<file path="src/rtl/uart_packetizer.sv">
// rtl/uart_packetizer.sv - frames FIFO bytes into SYNC0 SYNC1 SEQ LEN payload CHK packets for a UART
// Optional: define UART_PACKETIZER_CRC8_EN to make CHK a CRC-8 (poly 0x07) instead of an XOR checksum.
module uart_packetizer #(
    parameter int         MaxPayload    = 64,
    parameter logic [7:0] SyncByte0     = 8'hA5,
    parameter logic [7:0] SyncByte1     = 8'h5A,
    parameter int         TimeoutCycles = 50000
) (
    input  logic       CLK,
    input  logic       RST,
    input  logic [7:0] i_byte,
    input  logic       i_empty,
    output logic       o_fetch,
    input  logic       i_flush,
    input  logic       i_uart_ready,
    output logic [7:0] o_uart_byte,
    output logic       o_uart_valid,
    output logic       o_busy,
    output logic [7:0] o_seq
);

    localparam int IW = (MaxPayload > 1) ? $clog2(MaxPayload) : 1;
    localparam int TW = $clog2(TimeoutCycles + 1);
    localparam logic [7:0]    MAX_P      = 8'(MaxPayload);
    localparam logic [TW-1:0] TIMER_LAST = TW'(TimeoutCycles - 1);

    localparam logic [2:0] S_COLLECT = 3'd0;
    localparam logic [2:0] S_HDR0    = 3'd1;
    localparam logic [2:0] S_HDR1    = 3'd2;
    localparam logic [2:0] S_SEQ     = 3'd3;
    localparam logic [2:0] S_LEN     = 3'd4;
    localparam logic [2:0] S_PAY     = 3'd5;
    localparam logic [2:0] S_CHK     = 3'd6;

    logic [2:0]    r_state;
    logic [7:0]    r_count;
    logic [TW-1:0] r_timer;
    logic [7:0]    r_rd_idx;
    logic [7:0]    r_chk;
    logic          r_pending;
    logic [7:0]    r_seq;
    logic [7:0]    r_buf [0:MaxPayload-1];

    logic       w_collect;
    logic       w_fetch;
    logic       w_exit;
    logic       w_xfer;
    logic       w_pend_clr;
    logic [7:0] w_byte;

    // Running check value: CRC-8 bytewise in one step, or plain XOR.
    function automatic logic [7:0] f_chk_update(input logic [7:0] acc, input logic [7:0] data);
`ifdef UART_PACKETIZER_CRC8_EN
        logic [7:0] c;
        c = acc ^ data;
        for (int b = 0; b < 8; b++) begin
            c = c[7] ? ({c[6:0], 1'b0} ^ 8'h07) : {c[6:0], 1'b0};
        end
        return c;
`else
        return acc ^ data;
`endif
    endfunction

    assign w_collect = (r_state == S_COLLECT);
    // Fetch is held off while RST is high so no FIFO byte is consumed and lost during reset.
    assign w_fetch   = w_collect && !i_empty && (r_count < MAX_P) && !RST;
    // A fetch in the same cycle as a flush exit is still buffered and counted in LEN.
    assign w_exit    = w_collect && ((r_count == MAX_P) ||
                                     (r_pending && r_count != 8'd0) ||
                                     (!w_fetch && r_count != 8'd0 && r_timer == TIMER_LAST));
    assign w_xfer    = !w_collect && i_uart_ready;
    // A flush seen with nothing buffered (and nothing arriving) is dropped.
    assign w_pend_clr = w_exit || (w_collect && r_count == 8'd0 && !w_fetch);

    assign o_fetch      = w_fetch;
    assign o_uart_valid = !w_collect;
    assign o_busy       = !w_collect;
    assign o_uart_byte  = w_byte;
    assign o_seq        = r_seq;

    // Byte presented to the transmitter for the current packet field.
    always_comb begin
        w_byte = 8'h00;
        case (r_state)
            S_HDR0:  w_byte = SyncByte0;
            S_HDR1:  w_byte = SyncByte1;
            S_SEQ:   w_byte = r_seq;
            S_LEN:   w_byte = r_count;
            S_PAY:   w_byte = r_buf[r_rd_idx[IW-1:0]];
            S_CHK:   w_byte = r_chk;
            default: w_byte = 8'h00;
        endcase
    end

    // Payload storage; contents are don't-care after reset so it carries no reset.
    always_ff @(posedge CLK) begin
        if (w_fetch) begin
            r_buf[r_count[IW-1:0]] <= i_byte;
        end
    end

    // Collection, idle timer, flush tracking and packet emission sequencing.
    always_ff @(posedge CLK or posedge RST) begin
        if (RST) begin
            r_state   <= S_COLLECT;
            r_count   <= 8'd0;
            r_timer   <= '0;
            r_rd_idx  <= 8'd0;
            r_chk     <= 8'd0;
            r_pending <= 1'b0;
            r_seq     <= 8'd0;
        end else begin
            if (w_pend_clr) begin
                r_pending <= 1'b0;
            end else if (i_flush) begin
                r_pending <= 1'b1;
            end

            if (w_xfer && (r_state == S_SEQ || r_state == S_LEN || r_state == S_PAY)) begin
                r_chk <= f_chk_update(r_chk, w_byte);
            end

            case (r_state)
                S_COLLECT: begin
                    if (w_fetch) begin
                        r_count <= r_count + 8'd1;
                        r_timer <= '0;
                    end else if (r_count != 8'd0) begin
                        r_timer <= r_timer + TW'(1);
                    end
                    if (w_exit) begin
                        r_state <= S_HDR0;
                    end
                end
                S_HDR0: if (w_xfer) r_state <= S_HDR1;
                S_HDR1: if (w_xfer) r_state <= S_SEQ;
                S_SEQ:  if (w_xfer) r_state <= S_LEN;
                S_LEN:  if (w_xfer) r_state <= S_PAY;
                S_PAY: begin
                    if (w_xfer) begin
                        r_rd_idx <= r_rd_idx + 8'd1;
                        if (r_rd_idx == r_count - 8'd1) begin
                            r_state <= S_CHK;
                        end
                    end
                end
                S_CHK: begin
                    if (w_xfer) begin
                        r_seq    <= r_seq + 8'd1;
                        r_count  <= 8'd0;
                        r_timer  <= '0;
                        r_rd_idx <= 8'd0;
                        r_chk    <= 8'd0;
                        r_state  <= S_COLLECT;
                    end
                end
                default: r_state <= S_COLLECT;
            endcase
        end
    end

endmodule
</file>
<file path="config.mk">
export PLATFORM = sky130hd
export DESIGN_NAME = uart_packetizer
export DESIGN_NICKNAME = d
export VERILOG_FILES = /design/src/rtl/uart_packetizer.sv
export SDC_FILE = /design/constraint.sdc
export NUM_CORES = 1
export LEC_CHECK = 0
export CAP_MARGIN = 10
export CELL_PAD_IN_SITES_DETAIL_PLACEMENT = 0
export CELL_PAD_IN_SITES_GLOBAL_PLACEMENT = 2
export CORE_MARGIN = 2
export CORE_UTILIZATION = 44
export DETAILED_ROUTE_END_ITERATION = 6
export DONT_BUFFER_PORTS = 1
export PLACE_DENSITY = 0.73
export SYNTH_ARGS = -nofsm -noshare
export SYNTH_HDL_FRONTEND = slang
export SYNTH_SLANG_ARGS = --single-unit
</file>
<file path="constraint.sdc">
create_clock -name CLK -period 2.4 [get_ports CLK]
set_input_delay 0.24 -clock CLK [delete_from_list [all_inputs] [get_ports CLK]]
set_output_delay 0.24 -clock CLK [all_outputs]
set_load 0.01 [all_outputs]
</file>
==> results.yml, run 1 <==
cts:
  clkLatencyLatePin_ps: 630
  htree_levels: 2
  cts.sinks: 564
  cts_tree: "built"
  ctsRootBufferMaster: "clkbuf_16"
  cts_buffers: 59
  clk_pin_slew_worst_paths_ps: 60
  clock_path_buffers: 3
worst_hold_path:
  hold_end: "r_buf[16][1]$_DFFE_PP_"
  worst_hold_path_type: "input port to flip-flop"
  holdPathStages: 1
  hold_start: "i_byte[1]"
floorplanning:
  die_x_um: 235
  rows: 84
  start_util_pct: 44.6
  die_area_um2: 55200
  die_h_um: 235
  io_pins: 32
  core_um2: 52700
synthesis:
  synth.avg_cell_area_um2: 17.0
  syn_inst: 1382
  yosys_warnings: 0
  synthesis.area_um2: 23500
  synth_flop_cell: "edfxtp_1"
  synth-edff-count: 512
  muxShareOfSynthArea_pct: 13.2
  synth_fa_ha_area_share_pct: 0.266
  synthArstFlopShare_pct: 9.22
  yosys.area_share.simple_pct: 7.04
  synth_top_family_by_area: "multiplexers"
  ys_seq_elements: 564
  synth.net_count: 1400
  synth_cell_type_count: 73
  synth-compound-area-share_pct: 4.93
  synth-seq-area-share_pct: 71.0
  synth-xor-area-share_pct: 1.23
setup_path:
  arrival_ps: 2960
  cp_max_fo: 4
  r2r_setup_slack_ps: -250
  startpoint_type: "flip-flop"
  crit_type: "flip-flop to primary output"
  worst_ep_required_time_ps: 2160
  critPathCaptureType: "primary output"
  reg2reg_depth: 13
  critical_path.reg2reg.startpoint: "r_rd_idx[0]$_DFFE_PP0P_"
final_layout:
  final_area_um2: 29200
  syn2layout_area_growth_pct: 24.5
  drive_gt1_share_pct: 34.2
  seqCellArea_um2: 16700
  fin_cells: 2376
  layout.nets: 1655
  fin_util_pct: 55.5
  fillers: 4075
  multi_input_area_um2: 6820
  antenna_cells: 0
timing:
  hold_viol: 1
  max_freq_ghz: 0.312
  setup_slack_ps: -803
  relSlewSlack_pct: 59.9
  tightestPinTransition_ps: 600
  fin_skew_ps: 36.8
  holdWs_ps: -0.849
  fin_crit_sh_pct: 133
  period_minus_slack_ps: 3200
  tns_ps: -6700
  finalMaxSlewViolations: 0
  setup_viol: 14
  rsz0062_at_grt: "true"
pwr:
  powerDensity_nw_per_um2: 1140
  ir_drop_uv: 707
  p_leak_nw: 10.1
  p_total_mw: 33.2
global_routing:
  grt_usage_pct: 21.6
  grt_max_degree: 65
  antenna_found_initial: 2
  grt-ovfl-total: 0
  grt_pass1_vias: 13500
  grt_pass1_wl_um: 88900
place:
  port_buffers: 0
  dpl-instance-area_um2: 25800
  gp_congestion: 0.832
  pre_cts_ws_ps: -331
  hpwl_um: 38400
  dpl.cell_count: 2215
detailed_routing:
  firstDrtPassIters: 5
  vias: 13500
  drc_errors: 0
  wl_um: 59900
  ant_nets: 0
  initialDrtViolationCount: 1315
  post_drt_wl_per_cell_um: 25.2
  vias_per_cell: 5.69
run_status:
  violations: "negative hold slack, negative setup slack"
  status: "finished with violations"
run:
  drv_cap: 0
final cells by class:
| cell class | count | area share [%] |
|---|---|---|
| Sequential cell | 564 | 57.1 |
| Tap cell | 688 | 2.95 |
| Timing Repair Buffer | 273 | 9.38 |
| Clock buffer | 71 | 5.35 |
| Inverter | 16 | 0.227 |
| Multi-Input combinational cell | 723 | 23.3 |
| Clock inverter | 41 | 1.65 |
cell usage after synthesis (all sizes together) (6+ instances only):
| library cell | count | area share [%] |
|---|---|---|
| dfrtp | 52 | 5.5 |
| o211ai | 8 | 0.26 |
| mux2i | 62 | 2.6 |
| o21ai | 22 | 0.47 |
| nand4 | 15 | 0.40 |
| xor2 | 18 | 0.67 |
| or3 | 10 | 0.27 |
| nand3b | 8 | 0.26 |
| and2 | 10 | 0.27 |
| nor2 | 118 | 1.9 |
| a21oi | 17 | 0.36 |
| a31oi | 8 | 0.21 |
| nand2 | 91 | 1.5 |
| mux2 | 12 | 0.58 |
| a22oi | 25 | 0.80 |
| clkbuf | 27 | 0.47 |
| nor2b | 16 | 0.43 |
| inv | 14 | 0.22 |
| nand3 | 38 | 0.81 |
| mux4 | 104 | 10 |
| a32oi | 9 | 0.34 |
| a221oi | 12 | 0.45 |
| nor3 | 14 | 0.32 |
| xnor2 | 15 | 0.56 |
| o22ai | 10 | 0.29 |
| o221ai | 6 | 0.22 |
| edfxtp | 512 | 65 |
| buf | 52 | 1.6 |
where the power goes:
part | switching, mW | leakage, nW | internal [mW] | total [mW]
Combinational | 6.32 | 3.85 | 6.07 | 12.4
Clock | 3.84 | 0.976 | 5.64 | 9.48
Sequential | 0.358 | 5.24 | 11.0 | 11.3
Total | 10.5 | 10.1 | 22.7 | 33.2
layout by cell type, fill, tap and decap left out, drive strengths merged, types with 12 or more instances in the layout:
master,instances
a21oi,17
a221oi,12
a22oi,25
buf,264
clkbuf,72
clkinv,22
dfrtp,52
edfxtp,512
inv,18
mux2,12
mux2i,62
mux4,104
nand2,91
nand3,38
nand4,15
nor2,118
nor2b,16
nor3,14
o21ai,22
xnor2,15
xor2,18
metal layers:
metal | global-route usage, % | wire, um | up-vias
met4 | 5.96 | 1170 | 4
met2 | 33.6 | 28100 | 409
met1 | 31.1 | 26500 | 7018
met3 | 4.29 | 4060 | 68
li1 | - | - | 6017
met5 | 0 | 21 | -
critical path, stage by stage, from the launching register on:
cell     delay (ps)
dfrtp_4         500
buf_6           150
buf_6           120
buf_4           130
mux4_2          410
a22o_1          230
a211o_4         330
a21oi_4         180
o31ai_2         110
buf_4           180
worst max-delay path by stage:
stage | cells after the start | startpoint | to | slack [ps]
finish | 9 | r_rd_idx[0]$_DFFE_PP0P_ | o_uart_byte[0] | -800
global route | 9 | r_rd_idx[0]$_DFFE_PP0P_ | o_uart_byte[0] | -860
CTS | 8 | r_rd_idx[0]$_DFFE_PP0P_ | o_uart_byte[0] | -780
detailed placement | 8 | r_rd_idx[0]$_DFFE_PP0P_ | o_uart_byte[7] | -330
global placement | 8 | r_rd_idx[0]$_DFFE_PP0P_ | o_uart_byte[7] | -350
floorplan | 9 | r_state[0]$_DFFE_PP0P_ | r_buf[61][0]$_DFFE_PP_ | -110
cells by family (layout without fill, tap and decap cells):
logic type | after synthesis | count (layout)
mux | 178 | 178
fa+ha+maj | 5 | 5
flops | 564 | 564
buf+inv | 95 | 401
simple gates | 350 | 350
xor+xnor | 33 | 33
compound gates | 157 | 157
sequential cells by signal, indices dropped and copies added, names as in the netlist, named ones only:
name	count
o_seq	8
r_buf	512
r_count	8
r_pending	1
r_rd_idx	8
r_state	3
r_timer	16
timing repair:
item | 4_1_cts | 5_1_grt
hold buffers | 15 | 1
pin swaps | 26 | 50
gates resized for setup | 86 | 75
buffers inserted | 19 | 15
endpoints found under the hold margin | 576 | 8
setup endpoints to repair | 81 | 60
gates cloned | 4 | 1
Note: power is estimated with default switching activity, not from simulation.
==> run 2: changes to the inputs <==
- ABC_AREA: default -> 1
- CORE_UTILIZATION: 44 -> 38
- PLACE_DENSITY: 0.73 -> 0.72
- clock period: 2.4 -> 2.7 ns (I/O delays scaled with it)
==> run 2 against run 1 <==
  * The run ends with negative setup slack left
  * Critical path depth up 5
  * Die area up 21%
  * Worst setup slack better by 450 ps
  * Clock skew down 7.3 ps
  * Global-route usage up 0.58 points
  * Critical path type unchanged
  * Largest power group is now registers
==> results.yml, run 2 <==
timing:
  fin_crit_sh_pct: 113
  period_minus_slack_ps: 3060
  setup_slack_ps: -358
  tightestPinTransition_ps: 607
  tns_ps: -2670
  fin_skew_ps: 29.5
  max_freq_ghz: 0.327
  setup_viol: 8
  hold_viol: 0
  finalMaxSlewViolations: 0
  rsz0062_at_grt: "true"
  relSlewSlack_pct: 59.5
detailed_routing:
  wl_met3_um: 3210
  wl_met1_um: 32600
  post_drt_wl_per_cell_um: 21.1
  vias_per_cell: 5.04
  wl_um: 73200
  ant_nets: 0
  firstDrtPassIters: 5
  routed.top_layer: "met4"
  vias: 17500
  initialDrtViolationCount: 1231
  drc_errors: 0
  met2_length_um: 35600
cts:
  clk_pin_slew_worst_paths_ps: 60
  ctsRootBufferMaster: "clkbuf_16"
  clkLatencyLatePin_ps: 630
  htree_levels: 3
  clock_path_buffers: 3
  cts_tree: "built"
  cts.sinks: 564
  cts_buffers: 66
final_layout:
  final_common_cell: "nand2_1"
  largest_register_ffs: 512
  final_cell_mix: "nand2_1 (634), edfxtp_1 (512), nor2_1 (322), inv_1 (234), nand3_1 (228)"
  layout.nets: 2577
  drive_gt1_share_pct: 13.5
  antenna_cells: 0
  syn2layout_area_growth_pct: 20.0
  fillers: 6104
  fin_util_pct: 46.0
synthesis:
  synthesis.area_um2: 24700
  synth_flop_cell: "edfxtp_1"
  syn_inst: 2433
  ys_seq_elements: 564
  synth_commonest_cells: "nand2_1 (667), edfxtp_1 (512), nor2_1 (331)"
  synth-edff-count: 512
  synth_most_common_cell: "nand2_1"
  synth.avg_cell_area_um2: 10.1
  synth-seq-area-share_pct: 67.6
  synth.net_count: 2451
  synth.area.top_cells: "edfxtp_1 (62%), nand2_1 (10%), dfrtp_1 (5.3%)"
  synth_top_area_share_pct: 62.3
  yosys_warnings: 0
  synth_cell_type_count: 40
  synth_top_cell_by_area: "edfxtp_1"
  synthArstFlopShare_pct: 9.22
setup_path:
  critPathSlowestCell: "dfrtp_4"
  startpoint_type: "flip-flop"
  critPathCaptureType: "primary output"
  crit_buf_inv: 4
  critical_path.top_delay_family: "simple AND/OR/NAND/NOR gates"
  cpPeakStageDelay_ps: 490
  path_common_cell: "nand2_2"
  arrival_ps: 2790
  cp_max_fo: 18
  crit_type: "flip-flop to primary output"
  cp_cell_sequence: "buf_12 > buf_16 > buf_16 > nor2_1 > nor2_1 > o21ai_1 > nand3_1 > nand3_2 > nand2_2 > nand3_1 > nand2_2 > nand2_1 > nand2_2 > buf_6"
  worst_ep_required_time_ps: 2430
floorplanning:
  io_pins: 32
  start_util_pct: 38.4
  rows: 93
  core_um2: 64300
  die_x_um: 259
  die_h_um: 259
  die_area_um2: 67000
global_routing:
  grt_max_degree: 65
  grt_pass1_vias: 17200
  grt-ovfl-total: 0
  grt_pass1_wl_um: 111000
  grt_usage_pct: 22.2
  antenna_found_initial: 0
pwr:
  p_int_mw: 17.6
  combPwrFrac_pct: 31.0
  ir_drop_uv: 515
  powerDensity_nw_per_um2: 909
  seq_power_share_pct: 37.4
  p_switching_mw: 9.29
  clockPowerShare_pct: 31.6
  swShare_pct: 34.5
  p_leak_nw: 11.8
worst_hold_path:
  worst_hold_path_type: "input port to flip-flop"
place:
  hpwl_um: 43000
  gp_congestion: 0.798
  port_buffers: 0
run:
  drv_cap: 0
run_status:
  violations: "negative setup slack"
  status: "finished with violations"
-- run 2: worst reg2reg max path: stages, from the launching register on --
cell and delay (ps):
dfrtp_1 440, nor2_1 180, nand2_1 110, nor2_4 90, inv_1 100, nor2_1 240, nand3_1 350, buf_4 330
nor2_1 130, buf_4 210
-- run 2: per-layer routing --
layer  track usage [%]  vias up
met2              37.2      417
li1                  -     8348
met4              6.02        0
met5                 0        -
met1              29.9     8599
met3              3.56       96
-- run 2: stage by stage --
stage	total power, mW	std cells	setup WS, ps	area [um^2]	hold WS [ps]
2_1_floorplan	14.7	2433	501	24700	369
3_3_place_gp	17.3	3310	-192	26500	246
4_1_cts	26.9	3456	-412	29400	27.4
3_5_place_dp	17.3	3310	-200	26500	250
6_report	26.9	3464	-358	29600	21.1
5_1_grt	28.4	3464	-489	29600	21.4
-- run 2: power by group through the flow --
stage | Sequential (mW) | Clock, mW | Combinational, mW
after floorplan | 10.1 | 0 | 4.60
after global placement | 10.2 | 0 | 7.04
after detailed placement | 10.3 | 0 | 7.02
after CTS | 10.1 | 8.72 | 8.12
after global routing | 10.1 | 9.04 | 9.22
final | 10.1 | 8.51 | 8.36
-- run 2: layout make-up --
cell class	instances	area [um^2]	area share, %
sequential	564	16700	56.3
multi-input combinational	1507	6760	22.8
timing repair buffer	168	2070	6.99
clock buffer	82	1720	5.81
inverter	250	967	3.27
clock inverter	36	325	1.10
timing repair inverter	2	20.0	0.0676
tap	855	1070	3.61
-- run 2: worst paths after layout --
kind | from | to | slack [ps] | cells past startpoint
min | i_byte[0] | r_buf[13][0]$_DFFE_PP_ | 20 | 1
min reg2reg | r_pending$_DFFE_PP0P_ | r_pending$_DFFE_PP0P_ | 510 | 2
min in group asynchronous | RST | r_rd_idx[0]$_DFFE_PP0P_ | 190 | 2
max in group asynchronous | RST | o_seq[2]$_DFFE_PP0P_ | 1920 | 3
max reg2reg | r_count[6]$_DFFE_PP0P_ | r_buf[36][6]$_DFFE_PP_ | 220 | 9
max | r_rd_idx[0]$_DFFE_PP0P_ | o_uart_byte[3] | -360 | 14
-- run 2: what timing repair did --
action,CTS,global route
gates resized for setup,75,39
pin swaps,8,13
buffers inserted,9,3
gates cloned,9,5
hold buffers,10,0
endpoints found under the hold margin,534,0
endpoints found under the setup margin,14,10
-- run 2: cell families (layout without fill, tap and decap cells) --
group	Yosys count	in the layout	synth area share (%)
buffers and inverters	362	538	6.03
adder cells (fa/ha/maj)	5	5	0.253
AND/OR/NAND/NOR	1286	1286	21.2
flip-flops	564	564	67.6
XOR/XNOR	15	15	0.532
AO/OA/AOI/OAI	201	201	4.39
==> run 3: changes to the inputs <==
- CTS_CLUSTER_SIZE: default -> 25
- REMOVE_ABC_BUFFERS: default -> 1
==> run 3 against run 2 <==
  * Routed wire length grew 3.9%
  * First-iteration DRC count grew 16%
  * Total power grew 4.5%
  * Clock skew shrank 11 ps
  * The run still ends with negative setup slack left
  * Final cell count grew 0.49%
  * Global-route usage shrank 0.53 points
  * Die area is the same
  * Non-clock buffer count grew 16
  * Sequential share of layout area shrank 1.3 points
  * Critical endpoint is now o_uart_byte[5]
==> results.yml, run 3 (same netlist as run 2, synthesis figures left out) <==
floorplanning:
  core_um2: 64300
  die_area_um2: 67000
  die_x_um: 259
  die_h_um: 259
  start_util_pct: 38.4
  io_pins: 32
  rows: 93
global_routing:
  grt_usage_pct: 21.6
  grt_max_degree: 65
  grt_pass1_vias: 16700
  antenna_found_initial: 0
  grt_pass1_wl_um: 108000
  grt-ovfl-total: 0
cts:
  clkLatencyLatePin_ps: 590
  ctsRootBufferMaster: "clkbuf_16"
  cts_tree: "built"
  clk_pin_slew_worst_paths_ps: 60
  cts_buffers: 66
  clock_path_buffers: 3
  cts.sinks: 564
  htree_levels: 3
pwr:
  ir_drop_uv: 500
  p_total_mw: 28.2
  powerDensity_nw_per_um2: 929
  p_leak_nw: 12.1
setup_path:
  critPathLaunch: "r_rd_idx[0]$_DFFE_PP0P_"
  crit_end: "o_uart_byte[5]"
  critical_path.top_delay_family: "simple AND/OR/NAND/NOR gates"
  critical_path.reg2reg.startpoint: "r_rd_idx[0]$_DFFE_PP0P_"
  cp_max_fo: 11
  cp_cell_sequence: "buf_12 > clkbuf_16 > bufbuf_16 > nand2_1 > nand3_1 > nand3_1 > nand2_2 > nor2_4 > nand2_1 > nand3_1 > nand2_2 > nand2_2 > nand2_4 > buf_6"
  crit_buf_inv: 4
  arrival_ps: 2760
  r2r_end: "r_state[1]$_DFFE_PP0P_"
  worst_ep_required_time_ps: 2430
  crit_type: "flip-flop to primary output"
  cpPeakStageDelay_ps: 500
  critPathSlowestCell: "dfrtp_4"
  critPathCaptureType: "primary output"
  r2r_setup_slack_ps: 230
  startpoint_type: "flip-flop"
  cp.depth: 14
  reg2reg_depth: 12
final_layout:
  antenna_cells: 0
  fin_util_pct: 47.1
  syn2layout_area_growth_pct: 22.7
  largest_register_ffs: 512
  drive_gt1_share_pct: 16.3
  final_cell_mix: "nand2_1 (610), edfxtp_1 (512), nor2_1 (309), inv_1 (228), nand3_1 (211)"
  final_area_um2: 30300
  layout.nets: 2593
  final_common_cell: "nand2_1"
place:
  port_buffers: 0
  dpl-instance-area_um2: 26400
  gp_congestion: 0.804
  hpwl_um: 42200
timing:
  fin_skew_ps: 18.9
  max_freq_ghz: 0.330
  hold_viol: 0
  relSlewSlack_pct: 60.1
  fin_crit_sh_pct: 112
  holdWs_ps: 64.4
  setup_viol: 8
  setup_slack_ps: -329
  finalMaxSlewViolations: 0
  period_minus_slack_ps: 3030
  tightestPinTransition_ps: 598
  rsz0062_at_grt: "true"
detailed_routing:
  ant_nets: 0
  initialDrtViolationCount: 1433
  vias: 17500
  vias_per_cell: 5.04
  firstDrtPassIters: 6
  drc_errors: 0
  wl_um: 76100
  post_drt_wl_per_cell_um: 21.9
run_status:
  violations: "negative setup slack"
  status: "finished with violations"
run:
  drv_cap: 0
worst_hold_path:
  worst_hold_path_type: "input port to flip-flop"
run 3: per-stage QoR:
stage | setup WS [ps] | std cells | TNS (ps)
2_1_floorplan | -6470 | 2321 | -143870
4_1_cts | -401 | 3454 | -2940
5_1_grt | -426 | 3481 | -3170
6_report | -329 | 3481 | -2350
3_5_place_dp | -94.8 | 3309 | -97.9
3_3_place_gp | -97.6 | 3309 | -113
run 3: worst reg2reg max path: stages (launching register included):
cell,delay (ps)
dfrtp_4,500
buf_12,170
clkbuf_16,190
bufbuf_16,290
buf_4,150
xnor2_1,110
nor2_1,110
o2111ai_1,140
nor3_1,150
nand2_1,110
nand2_1,100
nand2_1,130
o21a_1,220
run 3: layer usage:
| metal | up-vias | wire length, um | global-route usage (%) |
|---|---|---|---|
| met1 | 8640 | 34200 | 29.8 |
| li1 | 8381 | - | - |
| met4 | 0 | 1290 | 5.03 |
| met2 | 434 | 37100 | 36.2 |
| met5 | - | 0 | 0 |
| met3 | 85 | 3430 | 3.04 |
run 3: timing repair:
action,in CTS,in global routing
hold buffers,10,0
buffers inserted,9,7
pin swaps,17,67
endpoints found under the setup margin,9,8
cloned,7,22
endpoints found under the hold margin,535,0
gates resized for setup,79,137
run 3: final cells by class:
class,count,area (um^2)
timing repair inverter,2,20.0
clock inverter,39,388
sequential,564,16700
timing repair buffer,184,2440
tap,855,1070
inverter,250,953
multi-input combinational,1507,7020
clock buffer,80,1730
fill,5964,34100
run 3: worst min-delay path by stage:
stage                    from                     end  slack (ps)  cells past startpoint
finish              i_byte[0]  r_buf[29][0]$_DFFE_PP_          60                      1
detailed placement        RST    o_seq[6]$_DFFE_PP0P_         260                      1
floorplan           i_byte[0]   r_buf[0][0]$_DFFE_PP_         370                      0
CTS                 i_byte[0]  r_buf[29][0]$_DFFE_PP_          50                      1
global placement          RST    o_seq[6]$_DFFE_PP0P_         250                      1
global route        i_byte[0]  r_buf[29][0]$_DFFE_PP_          60                      1
run 3: power by group:
group / leakage, nW / internal, mW / switching [mW] / total, mW
clock network: 1.02 / 5.31 / 3.52 / 8.82
logic: 5.79 / 3.46 / 5.77 / 9.23
registers: 5.28 / 9.77 / 0.323 / 10.1
total: 12.1 / 18.5 / 9.61 / 28.2
